===== src/rtl/toy_pack.sv =====
// Shared TAGE parameters and payload types used by the entry buffer and the
// TAGE update port.
package toy_pack;

    localparam int TAGE_TABLE_NUM        = 4;
    localparam int TAGE_TX_INDEX_WIDTH   = 8;
    localparam int TAGE_TX_TAG_WIDTH     = 8;
    localparam int TAGE_BASE_INDEX_WIDTH = 10;

    // Per-table state captured at lookup time.
    typedef struct packed {
        logic       valid;
        logic [2:0] pred_cnt;
        logic [1:0] u_cnt;
    } tage_tx_snap_t;

    // Lookup snapshot handed over by BP decode.
    typedef struct packed {
        logic [TAGE_BASE_INDEX_WIDTH-1:0]                         tb_idx;
        logic [1:0]                                               tb_pred;
        logic [TAGE_TABLE_NUM-1:0][TAGE_TX_INDEX_WIDTH-1:0]       tx_hash_idx;
        logic [TAGE_TABLE_NUM-1:0][TAGE_TX_TAG_WIDTH-1:0]         tx_hash_tag;
        tage_tx_snap_t [TAGE_TABLE_NUM-1:0]                       tx_entry;
    } tage_pkg;

    // One tagged-table entry as written back by the update port.
    typedef struct packed {
        logic                           valid;
        logic [TAGE_TX_INDEX_WIDTH-1:0] index;
        logic [TAGE_TX_TAG_WIDTH-1:0]   tag;
        logic [2:0]                     pred_cnt;
        logic [1:0]                     u_cnt;
    } tage_tx_upd_t;

    typedef struct packed {
        logic [TAGE_BASE_INDEX_WIDTH-1:0]   tb_idx;
        logic [1:0]                         tb_pred;
        logic [TAGE_TABLE_NUM:0]            prvd_idx;
        tage_tx_upd_t [TAGE_TABLE_NUM-1:0]  tx_entry;
    } tage_upd_entry_t;

    typedef struct packed {
        logic                      taken;
        logic                      mispred;
        logic [TAGE_TABLE_NUM-1:0] alloc_id;
    } tage_upd_info_t;

    // Complete update request presented to the TAGE tables.
    typedef struct packed {
        tage_upd_entry_t entry;
        tage_upd_info_t  update;
    } tage_entry_buffer_pkg;

endpackage


===== src/rtl/toy_bpu_tage_entry_buf.sv =====
// In-order buffer holding TAGE lookup snapshots from prediction until branch
// resolution, then issuing one table update per entry in push order.
module toy_bpu_tage_entry_buf
    import toy_pack::*;
#(
    parameter int DEPTH = 8,
    parameter int ID_W  = $clog2(DEPTH)
) (
    input  logic                    clk,
    input  logic                    rst,
    input  logic                    pred_vld,
    output logic                    pred_rdy,
    input  tage_pkg                 pred_pld,
    input  logic [TAGE_TABLE_NUM:0] pred_prvd,
    input  logic                    pred_taken,
    output logic [ID_W-1:0]         pred_id,
    input  logic                    resolve_vld,
    input  logic [ID_W-1:0]         resolve_id,
    input  logic                    resolve_taken,
    output logic                    upd_req,
    input  logic                    upd_ack,
    output tage_entry_buffer_pkg    upd_pld,
    input  logic                    flush
);

    localparam int N = TAGE_TABLE_NUM;
    localparam logic [ID_W:0] PTR_ONE = 1;

    typedef struct packed {
        tage_pkg    snap;
        logic [N:0] prvd;
        logic       pred_taken;
    } slot_t;

    slot_t            slot_q [DEPTH];
    logic [DEPTH-1:0] alloc_q;
    logic [DEPTH-1:0] res_q;
    logic [DEPTH-1:0] act_q;
    logic [ID_W:0]    head_q;
    logic [ID_W:0]    tail_q;

    logic [ID_W-1:0]  head_idx;
    logic [ID_W-1:0]  tail_idx;
    logic             full;
    logic             push_fire;
    logic             pop_fire;
    logic             resolve_ok;

    slot_t            head_slot;
    logic             head_act;
    logic             head_mispred;
    logic [N-1:0]     alloc_sel;
    logic             alloc_found;
    logic             above;

    // Saturating step of the 3-bit direction counter.
    function automatic logic [2:0] sat3(input logic [2:0] c, input logic up);
        if (up) return (c == 3'd7) ? c : c + 3'd1;
        else    return (c == 3'd0) ? c : c - 3'd1;
    endfunction

    // Saturating step of a 2-bit counter (base prediction or usefulness).
    function automatic logic [1:0] sat2(input logic [1:0] c, input logic up);
        if (up) return (c == 2'd3) ? c : c + 2'd1;
        else    return (c == 2'd0) ? c : c - 2'd1;
    endfunction

    assign head_idx   = head_q[ID_W-1:0];
    assign tail_idx   = tail_q[ID_W-1:0];
    assign full       = (head_q[ID_W] != tail_q[ID_W]) && (head_idx == tail_idx);
    assign pred_rdy   = ~full;
    assign pred_id    = tail_idx;
    assign push_fire  = pred_vld & ~full;
    assign upd_req    = alloc_q[head_idx] & res_q[head_idx];
    assign pop_fire   = upd_req & upd_ack;
    // A slot already resolved keeps its first outcome; stale ids are dropped.
    assign resolve_ok = resolve_vld & alloc_q[resolve_id] & ~res_q[resolve_id];

    assign head_slot    = slot_q[head_idx];
    assign head_act     = act_q[head_idx];
    assign head_mispred = head_act ^ head_slot.pred_taken;

    // Pointer and per-slot flag bookkeeping; flush and reset both empty the buffer.
    always_ff @(posedge clk) begin
        // NOTE: state is written with non-blocking assignments so every read in
        // this block sees the pre-edge value regardless of statement order.
        if (rst || flush) begin
            head_q  <= '0;
            tail_q  <= '0;
            alloc_q <= '0;
            res_q   <= '0;
            act_q   <= '0;
        end else begin
            // Push, resolve and pop never hit the same slot in one cycle:
            // the pushed slot is unallocated and the popped slot is resolved.
            if (push_fire) begin
                alloc_q[tail_idx] <= 1'b1;
                res_q[tail_idx]   <= 1'b0;
                tail_q            <= tail_q + PTR_ONE;
            end
            if (resolve_ok) begin
                res_q[resolve_id] <= 1'b1;
                act_q[resolve_id] <= resolve_taken;
            end
            if (pop_fire) begin
                alloc_q[head_idx] <= 1'b0;
                head_q            <= head_q + PTR_ONE;
            end
        end
    end

    // Snapshot storage written at the tail on an accepted push.
    always_ff @(posedge clk) begin
        // NOTE: the payload array is reset as well so upd_pld reads as an
        // all-zero slot after reset; flush leaves it alone since the flags
        // already mark every slot empty.
        if (rst) begin
            for (int i = 0; i < DEPTH; i++) slot_q[i] <= '0;
        end else if (push_fire && !flush) begin
            slot_q[tail_idx] <= '{snap: pred_pld, prvd: pred_prvd, pred_taken: pred_taken};
        end
    end

    // Pick the lowest table above the provider that is free or not useful.
    always_comb begin
        // NOTE: every combinational output gets a default first so no path
        // through the block leaves it unassigned (no latch).
        alloc_sel   = '0;
        alloc_found = 1'b0;
        above       = 1'b0;
        for (int j = 0; j < N; j++) begin
            // Table Tj sits above the provider if base..T(j-1) holds the provider bit.
            above = above | head_slot.prvd[j];
            if (!alloc_found && above &&
                (!head_slot.snap.tx_entry[j].valid || head_slot.snap.tx_entry[j].u_cnt == 2'd0)) begin
                alloc_sel[j] = 1'b1;
                alloc_found  = 1'b1;
            end
        end
    end

    // Build the update payload from the head slot and its resolved outcome.
    always_comb begin
        upd_pld                 = '0;
        upd_pld.update.taken    = head_act;
        upd_pld.update.mispred  = head_mispred;
        upd_pld.update.alloc_id = head_mispred ? alloc_sel : '0;
        upd_pld.entry.tb_idx    = head_slot.snap.tb_idx;
        upd_pld.entry.prvd_idx  = head_slot.prvd;
        upd_pld.entry.tb_pred   = head_slot.prvd[0] ? sat2(head_slot.snap.tb_pred, head_act)
                                                    : head_slot.snap.tb_pred;
        for (int i = 0; i < N; i++) begin
            upd_pld.entry.tx_entry[i].valid = head_slot.snap.tx_entry[i].valid;
            upd_pld.entry.tx_entry[i].index = head_slot.snap.tx_hash_idx[i];
            upd_pld.entry.tx_entry[i].tag   = head_slot.snap.tx_hash_tag[i];
            if (head_slot.prvd[i+1]) begin
                upd_pld.entry.tx_entry[i].pred_cnt = sat3(head_slot.snap.tx_entry[i].pred_cnt, head_act);
                upd_pld.entry.tx_entry[i].u_cnt    = sat2(head_slot.snap.tx_entry[i].u_cnt, !head_mispred);
            end else begin
                upd_pld.entry.tx_entry[i].pred_cnt = head_slot.snap.tx_entry[i].pred_cnt;
                upd_pld.entry.tx_entry[i].u_cnt    = head_slot.snap.tx_entry[i].u_cnt;
            end
        end
    end

endmodule


===== config.mk =====
export PLATFORM = sky130hd
export DESIGN_NAME = toy_bpu_tage_entry_buf
export DESIGN_NICKNAME = d
export VERILOG_FILES = /design/src/rtl/toy_pack.sv /design/src/rtl/toy_bpu_tage_entry_buf.sv
export SDC_FILE = /design/constraint.sdc
export NUM_CORES = 1
export LEC_CHECK = 0
export CAP_MARGIN = 15
export CORE_MARGIN = 2
export CORE_UTILIZATION = 55
export DETAILED_ROUTE_END_ITERATION = 6
export MAX_ROUTING_LAYER = met4
export PLACE_DENSITY = 0.74
export SLEW_MARGIN = 20
export SYNTH_ARGS = -nofsm -noshare
export SYNTH_HDL_FRONTEND = slang
export SYNTH_SLANG_ARGS = --single-unit
export TNS_END_PERCENT = 50

===== constraint.sdc =====
create_clock -name clk -period 5.6 [get_ports clk]
set_clock_uncertainty 0.2 [all_clocks]
set_input_delay 1.12 -clock clk [delete_from_list [all_inputs] [get_ports clk]]
set_output_delay 1.12 -clock clk [all_outputs]
set_load 0.03 [all_outputs]

# Word level (Yosys, flattened, before mapping)

Memories as Yosys holds them, arrays and structs flattened. A register that Yosys moved wholly into a read port is not among the register bits.
Index checks and enable logic that the tools add are counted.

Register bits: 32
Bits in writable memories: 848
Output and inout port bits: 116
Memories kept: 1

Memories:

| name   | words | width | rd ports | clocked after memory_dff | write ports | line                         | text |
|---|---|---|---|---|---|---|---|
| slot_q | 8     | 106   | 1        | 1                        | 8           | toy_bpu_tage_entry_buf.sv:35 | `slot_t slot_q [DEPTH];` |

Reduce and logical (&&, ||, !) cells: 35
Magnitude comparators: 6
Mux-type cells: 72
Equality and inequality tests: 11
$add $sub $neg: 20
Bitwise gates (word level): 17

Operators by type and width:

| operator              | number |
|---|---|
| $mux W106             | 1 |
| $reduce_or A106 Y1    | 1 |
| $mux W8               | 6 |
| $mux W3               | 15 |
| $mux W2               | 16 |
| $mux W1               | 20 |
| $mux W5               | 4 |
| $and A8 B8 Y8         | 2 |
| $not A8 Y8            | 2 |
| $or A8 B8 Y8          | 2 |
| $bmux W1 S3           | 5 |
| $add A3 B1 Y3 const B | 4 |
| $eq A3 B3 Y1 const B  | 4 |
| $logic_and A1 B1 Y1   | 12 |
| $logic_not A3 Y1      | 4 |
| $lt A3 B4 Y1 const B  | 3 |
| $sub A3 B1 Y3 const B | 4 |
| $add A2 B1 Y2 const B | 5 |
| $eq A2 B2 Y1 const B  | 5 |
| $logic_not A2 Y1      | 5 |
| $sub A2 B1 Y2 const B | 5 |
| $demux W1 S3          | 3 |
| $ge A3 B1 Y1 const B  | 3 |
| $add A4 B1 Y4 const B | 2 |
| 10 further kinds      | 28 |

# Depth between registers and ports, before layout

Word-level depth: 17
Depth in mapped cells: 12
Mapped depth without buffers: 7

# Worst setup path after synthesis

No wires, ideal clock.

Kind: input port to flip-flop
Start: input port flush
End: memory slot_q[0][0] (netlist bit) (enable)
Stages on the path: 5
Data required time: 4.980 ns
Data arrival time: 3.637 ns
Path buffers: 2
Slack: 1.344 ns
Cells stage by stage: or2_2 -> clkbuf_1 -> nor4_4 -> clkbuf_1 -> or2_2

RTL lines:

| item               | line                         | text |
|---|---|---|
| start: declaration | toy_bpu_tage_entry_buf.sv:23 | `input logic flush` |
| end: declaration   | toy_bpu_tage_entry_buf.sv:35 |  |

==> results_dict.tcl <==
set metrics [dict create \
    status "complete, no violations" \
    rrSetupSlack_ns 2.02 \
    grt_pass1_wl_mm 147 \
    fin_ws_ns 0.244 \
    seq_power_share_pct 53.5 \
    period_share_pct 95.6 \
    antenna_found_initial 20 \
    initial_core_util_pct 55.4 \
    clock_latency_ns 0.62 \
    drc 0 \
    fin_setup_tns_ns 0 \
    worst_slew_pin_slew_ns 0.843 \
    final_common_cell "and2_1" \
    p_int_w 0.0110 \
    drtPass1Iterations 5 \
    hold_viol_final 0 \
    viasPerCell 5.92 \
    routed_wl_mm 98.2 \
    yosysSeqAreaShare_pct 64.9 \
    synth.area.mux_share_pct 15.6 \
    timing.final.crit_period_ns 5.36 \
    syn_area_um2 40300 \
    max_stage_delay_ns 0.77 \
    clkSinkCount 883 \
    hold_buffers 0 \
    ys_warn_count 0 \
    power_frac_clock_pct 40.4 \
    layout.nets 2858 \
    cp_cell_sequence "mux4_2 > mux2i_4 > xnor2_1 > inv_2 > o21ai_0 > clkdlybuf4s50_1" \
    post-place-ws_ns 0.786 \
    die_area_um2 75400 \
    io_pins 232 \
    synth_compound_area_share_pct 1.32 \
    synth_flop_cell "edfxtp_1" \
    combPwrFrac_pct 6.2 \
    power_density_nw_per_um2 302 \
    worstSetupPathType "reg2out" \
    synthCells 2524 \
    max_freq_mhz 187 \
    syn_area_per_cell_um2 16.0 \
    cp_data_arrival_time_ns 4.04 \
    synthArstFlopShare_pct 0 \
    layout.filler_cells 5053 \
    hp-class "reg2reg" \
    synth_top_family_by_area "multiplexers" \
    layout-drive-gt1-share_pct 17.7 \
    vdd_drop_max_uv 252 \
    multi_input_area_um2 13200 \
    stdcell_count 3771 \
    maxCapViolations 0 \
    netSwitchingPower_w 0.00303 \
    numCtsBuffers 89 \
    grt_pass1_vias 23800 \
    synth-edff-count 848 \
    area.growth.synth_to_final_pct 15.5 \
    layout_common_cells "849 x and2_1, 848 x edfxtp_1, 231 x clkdlybuf4s50_1" \
    core.rowCount 99 \
    end_kind "primary output" \
    cts_buffer_depth 3 \
    dpl.cell_count 3591 \
    tritoncts "done" \
    die_h_um 275 \
    cts.clk_slew.worst_paths_ns 0.06 \
    final-max-slew-violation-count 0 \
    rsz0062_at_grt "false" \
    critPathRequiredTime_ns 4.28 \
    htreeDepth 3 \
    io_buffers 231 \
    slowest_stage "clkdlybuf4s50_1" \
    final_area_um2 46500 \
    synth.net_count 2658 \
    synthAdderAreaFrac_pct 0.587 \
    route.antenna.remaining_nets 0 \
    wl_per_cell_um 26.0 \
    grt_max_degree 108 \
    ctsRootBufferMaster "clkbuf_16" \
    ys_seq_elements 883 \
    drtIter0Drc 2160 \
    p_leak_nw 16.6 \
    place_hpwl_mm 50.4 \
    seqCellArea_um2 26200 \
    grt-ovfl-total 0 \
    cp_max_fo 11 \
    place_area_um2 43700 \
    gp_congestion 0.885 \
    setup_viol 0 \
    max_slew_margin_pct 43.8 \
    die_w_um 275 \
    swShare_pct 21.6 \
    synth_simple_gate_area_share_pct 15.0 \
    synth_cell_types 62 \
    vias 22300 \
    synth_xor_area_share_pct 0.261 \
    core-area_um2 72700 \
    startpoint_type "register" \
    grt_use_total_pct 27.3 \
]
path summary, 6_finish.rpt:
check / end / cells after the start / from
min: res_q[7]$_SDFF_PP0_ / 2 / res_q[7]$_SDFF_PP0_
min reg2reg: res_q[7]$_SDFF_PP0_ / 2 / res_q[7]$_SDFF_PP0_
max: upd_pld[73] / 6 / head_q[2]$_SDFFE_PP0P_
max reg2reg: slot_q[4][61]$_SDFFCE_PN0P_ / 7 / tail_q[1]$_SDFFE_PP0P_
state kept, by name, summed over array words and instances (netlist names), named ones only:
signal,count
head_q,4
tail_q,4
alloc_q,8
act_q,8
res_q,8
slot_q,848
kinds of logic after synthesis:
group	Yosys count
simple gates	984
flops	883
mux	338
buf+inv	204
compound gates	84
fa+ha+maj	19
xor+xnor	12
what timing repair did:
item | 4_1_cts | 5_1_grt
endpoints found under the setup margin | 0 | 1
buffers inserted | 0 | 1
resized for setup | 0 | 0
critical path: cells and delay by family (launching register included):
| kind | cells | cell delay (ns) |
|---|---|---|
| xor+xnor | 1 | 0.40 |
| buf+inv | 2 | 0.98 |
| compound gates | 1 | 0.47 |
| flops | 1 | 0.63 |
| mux | 2 | 0.92 |
per-layer routing:
layer | vias to the layer above | track usage, % | share of wire [%]
met3 | 153 | 4.43 | 6.4
met1 | 11600 | 34.4 | 40
met2 | 764 | 45.1 | 51
met4 | 0 | 9.68 | 2.6
met5 | - | - | 0
li1 | 9775 | - | -
power groups by stage:
stage	logic (W)	registers, W	clock network, W
3_5_place_dp	0.000869	0.00765	0
4_1_cts	0.000874	0.00752	0.00576
3_3_place_gp	0.000856	0.00763	0
6_report	0.000868	0.00752	0.00568
2_1_floorplan	0.000435	0.00764	0
5_1_grt	0.000919	0.00753	0.00600
Yosys cell counts (3+ instances only):
cell type  count  area (um^2)
a21oi_1       27          135
a31oi_1        8         50.1
and2_1       849         5310
buf_1          4         15.0
buf_2         27          135
buf_4         15          113
buf_6          3         33.8
clkbuf_1     109          409
clkbuf_2      13         65.1
dfxtp_1       35          701
edfxtp_1     848        25500
ha_1          18          225
inv_1         29          109
mux2_2        90         1010
mux2i_1       31          310
mux4_1        17          447
mux4_2       199         4480
nand2_1       24         90.1
nand2b_1      11         68.8
nand3_1       11         55.1
nand4_1       10         62.6
nor2_1        34          128
nor2b_1        5         31.3
nor3_1         6         30.0
nor3_4         3         48.8
o211ai_1       4         30.0
o21ai_0       22          110
or2_2          9         56.3
or3_1          5         31.3
xnor2_1        9         78.8
xor2_1         3         26.3
stage by stage:
step | util (%) | hold slack, ns | total power, W
global placement | 60.2 | 0.264 | 0.00849
CTS | 63.9 | 0.275 | 0.0141
floorplan | - | 0.248 | 0.00807
detailed placement | 60.2 | 0.268 | 0.00852
finish | 64.0 | 0.276 | 0.0141
global route | 64.0 | 0.300 | 0.0145
layout make-up:
cell class                      instances  area share, %
Sequential cell                       883           56.2
Multi-Input combinational cell       1437           28.5
Timing Repair Buffer                  282           6.49
Clock buffer                          114           5.12
Tap cell                              959           2.58
Clock inverter                         45          0.761
Inverter                               31          0.250
Antenna cell                           20          0.108
Power figures use the tool's default switching activity.
